==> src/rtl/multicycle_control_if.sv <==
// Control bundle between the multicycle controller (master) and the
// instruction register / ALU flags / shared-memory datapath (slave).
interface multicycle_control_if #(
    parameter int ALUCTRL_W = 4
);
    logic [31:0]          instr;
    logic                 zero;
    logic                 lt;
    logic                 ltu;
    logic                 mem_ready;
    logic                 PCWrite;
    logic                 AdrSrc;
    logic                 MemWrite;
    logic                 IRWrite;
    logic [1:0]           ResultSrc;
    logic [1:0]           ALUSrcA;
    logic [1:0]           ALUSrcB;
    logic [1:0]           ImmSrc;
    logic [ALUCTRL_W-1:0] ALUctrl;
    logic                 RegWrite;
    logic                 illegal;

    modport master (
        input  instr, zero, lt, ltu, mem_ready,
        output PCWrite, AdrSrc, MemWrite, IRWrite, ResultSrc, ALUSrcA,
               ALUSrcB, ImmSrc, ALUctrl, RegWrite, illegal
    );

    modport slave (
        output instr, zero, lt, ltu, mem_ready,
        input  PCWrite, AdrSrc, MemWrite, IRWrite, ResultSrc, ALUSrcA,
               ALUSrcB, ImmSrc, ALUctrl, RegWrite, illegal
    );
endinterface

==> src/rtl/multicycle_control.sv <==
// Moore FSM sequencing fetch/decode/execute/memory/writeback with memory-ready
// handshaking. Macro BRANCH_EXT_EN adds bne/blt/bge/bltu/bgeu.
module multicycle_control #(
    parameter int ALUCTRL_W    = 4,
    parameter bit ILLEGAL_TRAP = 1'b1
) (
    input  logic                 clk,
    input  logic                 rst_n,
    multicycle_control_if.master bus,
    output logic [3:0]           state_o
);
    typedef enum logic [3:0] {
        S_FETCH    = 4'd0,
        S_DECODE   = 4'd1,
        S_MEMADR   = 4'd2,
        S_MEMREAD  = 4'd3,
        S_MEMWB    = 4'd4,
        S_MEMWRITE = 4'd5,
        S_EXECR    = 4'd6,
        S_EXECI    = 4'd7,
        S_ALUWB    = 4'd8,
        S_JAL      = 4'd9,
        S_BRANCH   = 4'd10,
        S_TRAP     = 4'd11
    } state_t;

    localparam logic [6:0] OP_LOAD   = 7'b0000011;
    localparam logic [6:0] OP_STORE  = 7'b0100011;
    localparam logic [6:0] OP_R      = 7'b0110011;
    localparam logic [6:0] OP_I      = 7'b0010011;
    localparam logic [6:0] OP_BRANCH = 7'b1100011;
    localparam logic [6:0] OP_JAL    = 7'b1101111;

    localparam logic [3:0] ALU_ADD = 4'd0, ALU_SUB = 4'd1, ALU_AND = 4'd2,
                           ALU_OR  = 4'd3, ALU_XOR = 4'd4, ALU_SLT = 4'd5,
                           ALU_SLL = 4'd6, ALU_SRL = 4'd7, ALU_SRA = 4'd8,
                           ALU_SLTU = 4'd9;

    localparam bit     NARROW_ALU = (ALUCTRL_W == 32'sd3);
    localparam state_t S_ILL      = ILLEGAL_TRAP ? S_TRAP : S_FETCH;

    function automatic logic [3:0] alu_decode(input logic [2:0] f3,
                                              input logic       f7b5,
                                              input logic       rtype);
        case (f3)
            3'b000:  alu_decode = (rtype && f7b5) ? ALU_SUB : ALU_ADD;
            3'b001:  alu_decode = ALU_SLL;
            3'b010:  alu_decode = ALU_SLT;
            3'b011:  alu_decode = ALU_SLTU;
            3'b100:  alu_decode = ALU_XOR;
            3'b101:  alu_decode = f7b5 ? ALU_SRA : ALU_SRL;
            3'b110:  alu_decode = ALU_OR;
            3'b111:  alu_decode = ALU_AND;
            default: alu_decode = ALU_ADD;
        endcase
    endfunction

    state_t     state_q, state_d;
    logic [6:0] opcode_s;
    logic [2:0] funct3_s;
    logic [3:0] exec_op_s, alu_op_s;
    logic       unencodable_s, branch_ok_s, taken_s;
    logic       pc_write_s, adr_src_s, mem_write_s, ir_write_s;
    logic       reg_write_s, illegal_s;
    logic [1:0] result_src_s, alu_src_a_s, alu_src_b_s, imm_src_s;
    logic       unused_s;

    assign opcode_s      = bus.instr[6:0];
    assign funct3_s      = bus.instr[14:12];
    assign exec_op_s     = alu_decode(funct3_s, bus.instr[30], opcode_s == OP_R);
    // SRA and SLTU have no code below 8, so a 3-bit ALU cannot express them.
    assign unencodable_s = NARROW_ALU && exec_op_s[3];
    assign unused_s      = ^{bus.instr[31], bus.instr[29:15], bus.instr[11:7],
                             bus.lt, bus.ltu};

    // State register; reset aborts any access in flight.
    always_ff @(posedge clk or negedge rst_n) begin
        if (!rst_n) begin
            state_q <= S_FETCH;
        end else begin
            state_q <= state_d;
        end
    end

    // Branch legality and outcome from funct3 and the ALU flags.
    always_comb begin
`ifdef BRANCH_EXT_EN
        branch_ok_s = (funct3_s != 3'b010) && (funct3_s != 3'b011);
        case (funct3_s)
            3'b000:  taken_s = bus.zero;
            3'b001:  taken_s = !bus.zero;
            3'b100:  taken_s = bus.lt;
            3'b101:  taken_s = !bus.lt;
            3'b110:  taken_s = bus.ltu;
            3'b111:  taken_s = !bus.ltu;
            default: taken_s = 1'b0;
        endcase
`else
        branch_ok_s = (funct3_s == 3'b000);
        taken_s     = bus.zero;
`endif
    end

    // Immediate format follows the opcode in every state.
    always_comb begin
        case (opcode_s)
            OP_STORE:  imm_src_s = 2'b01;
            OP_BRANCH: imm_src_s = 2'b10;
            OP_JAL:    imm_src_s = 2'b11;
            default:   imm_src_s = 2'b00;
        endcase
    end

    // Next-state and Moore control decode.
    always_comb begin
        state_d      = state_q;
        pc_write_s   = 1'b0;
        adr_src_s    = 1'b0;
        mem_write_s  = 1'b0;
        ir_write_s   = 1'b0;
        reg_write_s  = 1'b0;
        illegal_s    = 1'b0;
        result_src_s = 2'b00;
        alu_src_a_s  = 2'b00;
        alu_src_b_s  = 2'b00;
        alu_op_s     = ALU_ADD;
        case (state_q)
            S_FETCH: begin
                alu_src_b_s  = 2'b10;
                result_src_s = 2'b10;
                ir_write_s   = bus.mem_ready;
                pc_write_s   = bus.mem_ready;
                state_d      = bus.mem_ready ? S_DECODE : S_FETCH;
            end
            S_DECODE: begin
                alu_src_a_s = 2'b01;
                alu_src_b_s = 2'b01;
                case (opcode_s)
                    OP_LOAD, OP_STORE: state_d = S_MEMADR;
                    OP_R:      state_d = unencodable_s ? S_ILL : S_EXECR;
                    OP_I:      state_d = unencodable_s ? S_ILL : S_EXECI;
                    OP_BRANCH: state_d = branch_ok_s ? S_BRANCH : S_ILL;
                    OP_JAL:    state_d = S_JAL;
                    default:   state_d = S_ILL;
                endcase
            end
            S_MEMADR: begin
                alu_src_a_s = 2'b10;
                alu_src_b_s = 2'b01;
                state_d     = (opcode_s == OP_STORE) ? S_MEMWRITE : S_MEMREAD;
            end
            S_MEMREAD: begin
                adr_src_s = 1'b1;
                state_d   = bus.mem_ready ? S_MEMWB : S_MEMREAD;
            end
            S_MEMWB: begin
                result_src_s = 2'b01;
                reg_write_s  = 1'b1;
                state_d      = S_FETCH;
            end
            S_MEMWRITE: begin
                adr_src_s   = 1'b1;
                mem_write_s = 1'b1;
                state_d     = bus.mem_ready ? S_FETCH : S_MEMWRITE;
            end
            S_EXECR, S_EXECI: begin
                alu_src_a_s = 2'b10;
                alu_src_b_s = (state_q == S_EXECI) ? 2'b01 : 2'b00;
                alu_op_s    = exec_op_s;
                state_d     = S_ALUWB;
            end
            S_ALUWB: begin
                reg_write_s = 1'b1;
                state_d     = S_FETCH;
            end
            S_JAL: begin
                alu_src_a_s = 2'b01;
                alu_src_b_s = 2'b10;
                pc_write_s  = 1'b1;
                state_d     = S_ALUWB;
            end
            S_BRANCH: begin
                alu_src_a_s = 2'b10;
                alu_op_s    = ALU_SUB;
                pc_write_s  = taken_s;
                state_d     = S_FETCH;
            end
            S_TRAP: begin
                illegal_s = 1'b1;
                state_d   = S_TRAP;
            end
            default: begin
                state_d = S_FETCH;
            end
        endcase
    end

    assign bus.PCWrite   = pc_write_s;
    assign bus.AdrSrc    = adr_src_s;
    assign bus.MemWrite  = mem_write_s;
    assign bus.IRWrite   = ir_write_s;
    assign bus.ResultSrc = result_src_s;
    assign bus.ALUSrcA   = alu_src_a_s;
    assign bus.ALUSrcB   = alu_src_b_s;
    assign bus.ImmSrc    = imm_src_s;
    assign bus.ALUctrl   = alu_op_s[ALUCTRL_W-1:0];
    assign bus.RegWrite  = reg_write_s;
    assign bus.illegal   = illegal_s;
    assign state_o       = state_q;
endmodule
==> src/flat_wrapper.sv <==
// flat-port wrapper written by rule: the top's interface ports become plain ports
module multicycle_control_flat 
#(
    parameter int ALUCTRL_W    = 4,
    parameter bit ILLEGAL_TRAP = 1'b1
)
  (clk, rst_n, state_o, bus_instr, bus_zero, bus_lt, bus_ltu, bus_mem_ready, bus_PCWrite, bus_AdrSrc, bus_MemWrite, bus_IRWrite, bus_ResultSrc, bus_ALUSrcA, bus_ALUSrcB, bus_ImmSrc, bus_ALUctrl, bus_RegWrite, bus_illegal);
  multicycle_control_if #(.ALUCTRL_W(ALUCTRL_W)) bus_i ();
  input  logic clk;
  input  logic rst_n;
  output logic [3:0] state_o;
  input wire logic [$bits(bus_i.instr)-1:0] bus_instr;
  input wire logic [$bits(bus_i.zero)-1:0] bus_zero;
  input wire logic [$bits(bus_i.lt)-1:0] bus_lt;
  input wire logic [$bits(bus_i.ltu)-1:0] bus_ltu;
  input wire logic [$bits(bus_i.mem_ready)-1:0] bus_mem_ready;
  output wire logic [$bits(bus_i.PCWrite)-1:0] bus_PCWrite;
  output wire logic [$bits(bus_i.AdrSrc)-1:0] bus_AdrSrc;
  output wire logic [$bits(bus_i.MemWrite)-1:0] bus_MemWrite;
  output wire logic [$bits(bus_i.IRWrite)-1:0] bus_IRWrite;
  output wire logic [$bits(bus_i.ResultSrc)-1:0] bus_ResultSrc;
  output wire logic [$bits(bus_i.ALUSrcA)-1:0] bus_ALUSrcA;
  output wire logic [$bits(bus_i.ALUSrcB)-1:0] bus_ALUSrcB;
  output wire logic [$bits(bus_i.ImmSrc)-1:0] bus_ImmSrc;
  output wire logic [$bits(bus_i.ALUctrl)-1:0] bus_ALUctrl;
  output wire logic [$bits(bus_i.RegWrite)-1:0] bus_RegWrite;
  output wire logic [$bits(bus_i.illegal)-1:0] bus_illegal;
  assign bus_i.instr = bus_instr;
  assign bus_i.zero = bus_zero;
  assign bus_i.lt = bus_lt;
  assign bus_i.ltu = bus_ltu;
  assign bus_i.mem_ready = bus_mem_ready;
  assign bus_PCWrite = bus_i.PCWrite;
  assign bus_AdrSrc = bus_i.AdrSrc;
  assign bus_MemWrite = bus_i.MemWrite;
  assign bus_IRWrite = bus_i.IRWrite;
  assign bus_ResultSrc = bus_i.ResultSrc;
  assign bus_ALUSrcA = bus_i.ALUSrcA;
  assign bus_ALUSrcB = bus_i.ALUSrcB;
  assign bus_ImmSrc = bus_i.ImmSrc;
  assign bus_ALUctrl = bus_i.ALUctrl;
  assign bus_RegWrite = bus_i.RegWrite;
  assign bus_illegal = bus_i.illegal;
  multicycle_control #(.ALUCTRL_W(ALUCTRL_W), .ILLEGAL_TRAP(ILLEGAL_TRAP)) u_core (.clk(clk), .rst_n(rst_n), .bus(bus_i), .state_o(state_o));
endmodule
==> config.mk <==
export PLATFORM = sky130hd
export DESIGN_NAME = multicycle_control_flat
export DESIGN_NICKNAME = d
export VERILOG_FILES = /design/src/rtl/multicycle_control_if.sv /design/src/rtl/multicycle_control.sv /design/src/flat_wrapper.sv
export SDC_FILE = /design/constraint.sdc
export NUM_CORES = 1
export LEC_CHECK = 0
export CAP_MARGIN = 20
export CORE_MARGIN = 8
export CORE_UTILIZATION = 27
export CTS_CLUSTER_DIAMETER = 60
export DETAILED_ROUTE_END_ITERATION = 8
export GPL_TIMING_DRIVEN = 0
export PLACE_DENSITY = 0.84
export SLEW_MARGIN = 20
export SYNTH_ARGS = -nofsm -noshare
export SYNTH_HDL_FRONTEND = slang
export SYNTH_SLANG_ARGS = --single-unit
==> constraint.sdc <==
create_clock -name clk -period 1.15 [get_ports clk]
set_input_delay 0.1725 -clock clk [delete_from_list [all_inputs] [get_ports clk]]
set_output_delay 0.1725 -clock clk [all_outputs]
set_load 0.02 [all_outputs]
==> results of run 1 <==
[critical path: stages, from the launching register on]
cell        delay, ns
dfrtp_2          0.45
clkinvlp_4       0.18
or2_4            0.29
a2111oi_4        0.18
buf_4            0.19
[cells in the mapped netlist, types with 2 or more instances]
cell	number	share of area, %
a211oi_1	3	3.6
nor4_1	2	2.0
a21oi_1	4	3.2
buf_2	3	2.4
nand3_1	6	4.8
nand2b_1	6	6.0
nor3_1	5	4.0
dfrtp_1	4	16
o21ai_0	3	2.4
and3_1	3	3.0
nor2b_1	7	7.0
nor2_1	11	6.6
a22oi_1	3	3.6
nand2_1	4	2.4
[layout make-up]
type	instances	area, µm²
flip-flops and latches	4	105
well taps	28	35.0
plain buffers	4	48.8
multi-input cells	78	774
fillers	144	641
inverters	1	7.51
clock buffers	3	22.5
repair buffers	63	557
[stage by stage]
step / total power [mW] / utilization (%) / instances / setup slack, ns
floorplan: 1.74 / - / 87 / -0.344
global placement: 2.52 / 51.4 / 151 / -1.21
detailed placement: 2.55 / 51.4 / 151 / -1.24
CTS: 3.50 / 64.5 / 170 / -0.547
global route: 4.31 / 70.8 / 181 / -0.654
finish: 4.12 / 70.8 / 181 / -0.549
[how the worst min path moves through the flow]
stage | start | cells past startpoint | slack [ns] | end
global placement | rst_n | 1 | 0.38 | u_core.state_o[0]$_DFF_PN0_
CTS | rst_n | 1 | 0.13 | u_core.state_o[2]$_DFF_PN0_
detailed placement | rst_n | 1 | 0.38 | u_core.state_o[2]$_DFF_PN0_
floorplan | rst_n | 0 | -0.12 | u_core.state_o[0]$_DFF_PN0_
global route | rst_n | 1 | 0.14 | u_core.state_o[3]$_DFF_PN0_
finish | rst_n | 1 | 0.15 | u_core.state_o[3]$_DFF_PN0_
[report_power, final]
group	leakage [nW]	switching [mW]	internal, mW	total, mW
combinational	0.600	1.75	1.81	3.57
clock	0.0138	0.0727	0.118	0.190
sequential	0.0446	0.143	0.222	0.365
[kinds of logic after synthesis]
logic type / after synthesis / synth area share, %
AND/OR/NAND/NOR: 54 / 51.5
AO/OA/AOI/OAI: 21 / 24.4
buffers and inverters: 5 / 3.61
flip-flops: 4 / 16.0
XOR/XNOR: 2 / 2.81
multiplexers: 1 / 1.60
[timing repair]
item	CTS	global route
gates resized for setup	177	23
setup buffers	15	11
endpoints found under the setup margin	26	25
endpoints found under the hold margin	0	0
pin swaps	10	10
hold buffers	0	0
cloned	1	0
[layer usage]
metal / up-vias / routed length (µm) / track usage, %
met2: 32 / 1850 / 26.7
met5: - / 0 / 0
li1: 461 / - / -
met1: 471 / 1370 / 14.5
met4: 0 / 51 / 6.69
met3: 6 / 203 / 5.05
==> results by group, run 1 <==
Outcome
  • Outcome: finished, violations left
  • Violated checks: setup timing

Synthesis
  • #FFs+latches synth: 4
  • Net Count, Synth: 125
  • Cell count after synthesis: 87
  • Post-synth EDFFs: 0
  • Top FF cell, synth: dfrtp_1
  • Post-synthesis sequential area ratio: between 10% and 20%
  • Synth warn: 0
  • Avg Cell Area, Syn: 7.18 µm²
  • Post-Syn Area: 624 µm²
  • Yosys cell types: 37
  • Post-synth ARST share: between 90% and 100%

Clocking
  • Clk_lat worst skew: between 0.2 and 0.25 ns
  • Clock buffer depth: 2
  • CTS Buf Count: 3
  • CTS HTree Levels: 1
  • CTS tree: built
  • CTS root buf: clkbuf_4
  • Clock sinks: 4
  • Clk slew on worst S/H paths: 0.04 ns

Pwr
  • Maximum VDD drop: 1.54 mV
  • Power density over the cells: 2660 nW/µm²
  • Pleak: 0.658 nW

Final layout
  • Max reg flops: 4
  • Synthesis-to-layout area growth: 148%
  • NumNets Final: 193
  • Most common cell after layout, fill and taps aside: buf_4
  • Commonest non-fill, non-tap cells in the layout: buf_4, buf_6, buf_2
  • Share of layout cells above drive strength 1: between 70% and 80%
  • Antenna cells: 0
  • Finished Cell Area: 1550 µm²

Die
  • Die footprint: 4110 µm²
  • Die W: 64.1 µm
  • CORE AREA: 2190 µm²
  • Initial Utilization: 28.5%
  • Die H: 64.1 µm
  • I/O pin count: 60
  • FP Rows: 17

Critical path
  • Crit Path Max Fanout: 5
  • Worst flop-to-flop path endpoint: u_core.state_o[2]$_DFF_PN0_
  • Crit start category: register
  • R2R Path Start: u_core.state_o[1]$_DFF_PN0_
  • Crit. Startpoint: u_core.state_o[1]$_DFF_PN0_
  • Crit. End Element: output port
  • R2r setup slk: -0.31 ns
  • R2R cell count: 5
  • Setup Crit Path Kind: reg -> out
  • Crit path to: bus_ALUctrl[2]
  • Arr. time, crit path: 1.53 ns
  • CP required: 0.98 ns

Global routing
  • Remaining Overflow, GRT: 0
  • Total GRT Usage: 14.6%
  • Initial antenna violation count: 0
  • First-pass GRT wire length: 4840 µm
  • Largest net degree at the start of global routing: 11
  • Vias in the first global route: roughly 1000

STA
  • Final period util: 148%
  • Hold Fails Final Rpt: 0
  • Slew @ Worst Pin: 0.368 ns
  • Unrepaired setup endpoints after global routing: yes
  • Worst Clk Skew: between 0.004 and 0.005 ns
  • Min cycle time layout: 1.70 ns
  • Final Slew Violations: 0
  • Achievable frequency: 0.589 GHz
  • Final setup margin: -0.549 ns
  • Slew headroom: 75.5%
  • Final hold slack: ~0.15 ns
  • Fin Setup TNS: -7.76 ns
  • Final setup viols: 23

Drt
  • Residual DRC: 0
  • Vias per inst: between 5 and 6
  • Iter 0 DRT Violations: 34
  • Antenna Nets Post-Route: 0
  • DR vias: 970
  • Detailed Route WL: 3470 µm
  • TritonRoute pass-1 iters: 4
  • Avg WL per Cell: 19.2 µm

Job
  • Max-capacitance violation count: 0

Placed design
  • PortBufs: 36
  • DP HPWL: between 1500 and 2000 µm
  • Final Wtd Congestion: 0.966
  • Area post-placement: 1130 µm²

Hold path
  • Hold WC Path Type: in -> async
Note: power is estimated with default switching activity, not from simulation.
==> run 2, diff against run 1 <==
- CORE_UTILIZATION: 27 -> 30
- PLACE_DENSITY: 0.84 -> 0.88
- SLEW_MARGIN: 20 -> 40
- clock period: 1.15 -> 1.8 ns (I/O delays scaled with it)
==> results by group, run 2 (synthesis gave the netlist of run 1 again) <==
STA
  • Hold Fails Final Rpt: 0
  • Slew @ Worst Pin: 0.378 ns
  • Final period util: a little over nine tenths
  • Final Slew Violations: 0
  • Unrepaired setup endpoints after global routing: yes
  • Min cycle time layout: 1.77 ns
  • Worst Clk Skew: 0.00305 ns
  • Slew headroom: between 70 and 80%
  • Achievable frequency: 0.565 GHz
  • Final setup viols: 0

Critical path
  • Arr. time, crit path: approximately 1.5 ns
  • Crit-path slowest cell: dfrtp_2
  • Critical path buffer and inverter count: 1
  • R2R Path Start: u_core.state_o[0]$_DFF_PN0_
  • Worst flop-to-flop path endpoint: u_core.state_o[2]$_DFF_PN0_
  • R2R cell count: 5
  • Crit path cell chain: nand2b_4 -> or2_4 -> o211ai_1 -> and3_1 -> buf_6
  • Setup Crit Path Kind: reg -> out
  • Crit start category: register
  • Crit-path leading delay family: simple AND/OR/NAND/NOR gates
  • CP required: 1.53 ns
  • R2r setup slk: ~0.38 ns
  • Max incr delay on CP: around 0.47 ns
  • Crit Path Max Fanout: 7
  • Crit. End Element: output port

Clocking
  • CTS HTree Levels: 1
  • Clk slew on worst S/H paths: 0.04 ns
  • Clock buffer depth: 2
  • Clock sinks: 4
  • CTS Buf Count: 3
  • Clk_lat worst skew: between 0.2 and 0.25 ns
  • CTS tree: built
  • CTS root buf: clkbuf_4

Final layout
  • FF/Latch Area: 104 µm²
  • Commonest non-fill, non-tap cells in the layout: nor2_1, clkdlybuf4s50_1, dlygate4sd2_1
  • Finished Cell Area: 1090 µm²
  • FILL cells: 206
  • Synthesis-to-layout area growth: 74.3%
  • Max reg flops: 4
  • Final Util: 55.5%
  • Most common cell after layout, fill and taps aside: nor2_1
  • Antenna cells: 0
  • Share of layout cells above drive strength 1: between 30% and 40%
  • Multi-input combinational cell area: 572 µm²
  • NumNets Final: 169

Outcome
  • Outcome: finished, final reports clean

Global routing
  • Total GRT Usage: 11.8%
  • Vias in the first global route: 788
  • Remaining Overflow, GRT: 0
  • Largest net degree at the start of global routing: 11
  • Initial antenna violation count: 0
  • First-pass GRT wire length: roughly 3500 µm

Job
  • Max-capacitance violation count: 0

Pwr
  • Maximum VDD drop: 0.600 mV
  • Design Power: ~1.6 mW
  • Power density over the cells: between 1500 and 2000 nW/µm²
  • Pleak: between 0.4 and 0.5 nW

Drt
  • Detailed Route WL: approximately 2400 µm
  • TritonRoute pass-1 iters: 4
  • Antenna Nets Post-Route: 0
  • Iter 0 DRT Violations: 37
  • DR vias: 849
  • Vias per inst: 5.44
  • Residual DRC: 0
  • Avg WL per Cell: 15.5 µm

Placed design
  • Final Wtd Congestion: 0.905
  • PortBufs: 36
  • DP HPWL: 1910 µm
  • Area post-placement: 1030 µm²

Die
  • Die footprint: 3800 µm²
  • I/O pin count: 60
  • Die H: 61.6 µm
  • Initial Utilization: 31.8%
  • CORE AREA: slightly below 2000 µm²
  • Die W: 61.6 µm
  • FP Rows: 16

Hold path
  • Hold WC Path Type: in -> async
==> run 2: layout make-up <==
| class | instances | area share, % |
|---|---|---|
| multi-input combinational | 78 | 52.5 |
| timing repair buffer | 39 | 29.7 |
| sequential | 4 | 9.54 |
| tap | 27 | 3.10 |
| buffer | 4 | 2.76 |
| clock buffer | 3 | 2.07 |
| inverter | 1 | 0.345 |
==> run 2: through the flow <==
| stage | hold slack [ns] | setup WS (ns) | instances | setup TNS, ns |
|---|---|---|---|---|
| global route | 0.240 | -0.0202 | 156 | -0.0341 |
| CTS | 0.235 | -0.0223 | 155 | -0.0404 |
| global placement | 0.480 | -0.634 | 150 | -4.08 |
| detailed placement | 0.479 | -0.712 | 150 | -4.29 |
| finish | 0.235 | 0.0306 | 156 | 0 |
| floorplan | -0.0256 | 0.00467 | 87 | 0 |
==> run 2: timing repair <==
action,CTS,global route
gates resized for setup,66,26
endpoints found under the hold margin,0,0
pin swaps,3,2
buffers inserted,2,1
endpoints found under the setup margin,18,12
hold buffers,0,0
==> run 2: power by group <==
group	internal, mW	switching (mW)	leakage [nW]
clock	0.0743	0.0332	0.0138
sequential	0.139	0.0756	0.0456
combinational	0.588	0.733	0.438
total	0.802	0.842	0.498
==> run 2: how the worst max path moves through the flow <==
stage	slack, ns	end	depth (start not counted)	startpoint
2_1_floorplan	0.005	bus_ALUctrl[2]	3	u_core.state_o[3]$_DFF_PN0_
3_3_place_gp	-0.63	bus_ALUctrl[0]	6	bus_instr[12]
3_5_place_dp	-0.71	bus_ALUctrl[0]	6	bus_instr[12]
4_1_cts	-0.02	bus_ALUctrl[0]	5	u_core.state_o[2]$_DFF_PN0_
5_1_grt	-0.02	bus_ALUctrl[0]	5	u_core.state_o[2]$_DFF_PN0_
6_report	0.03	bus_ALUctrl[0]	5	u_core.state_o[2]$_DFF_PN0_
==> run 2: routing by layer <==
| layer | vias up | routed length (µm) | share of wire (%) | GRT usage [%] |
|---|---|---|---|---|
| li1 | 413 | - | - | - |
| met1 | 393 | 905 | 37 | 11.6 |
| met2 | 39 | 1270 | 52 | 23.3 |
| met3 | 4 | 212 | 8.8 | 2.51 |
| met4 | 0 | 33 | 1.4 | 3.90 |
| met5 | - | 0 | 0 | 0 |
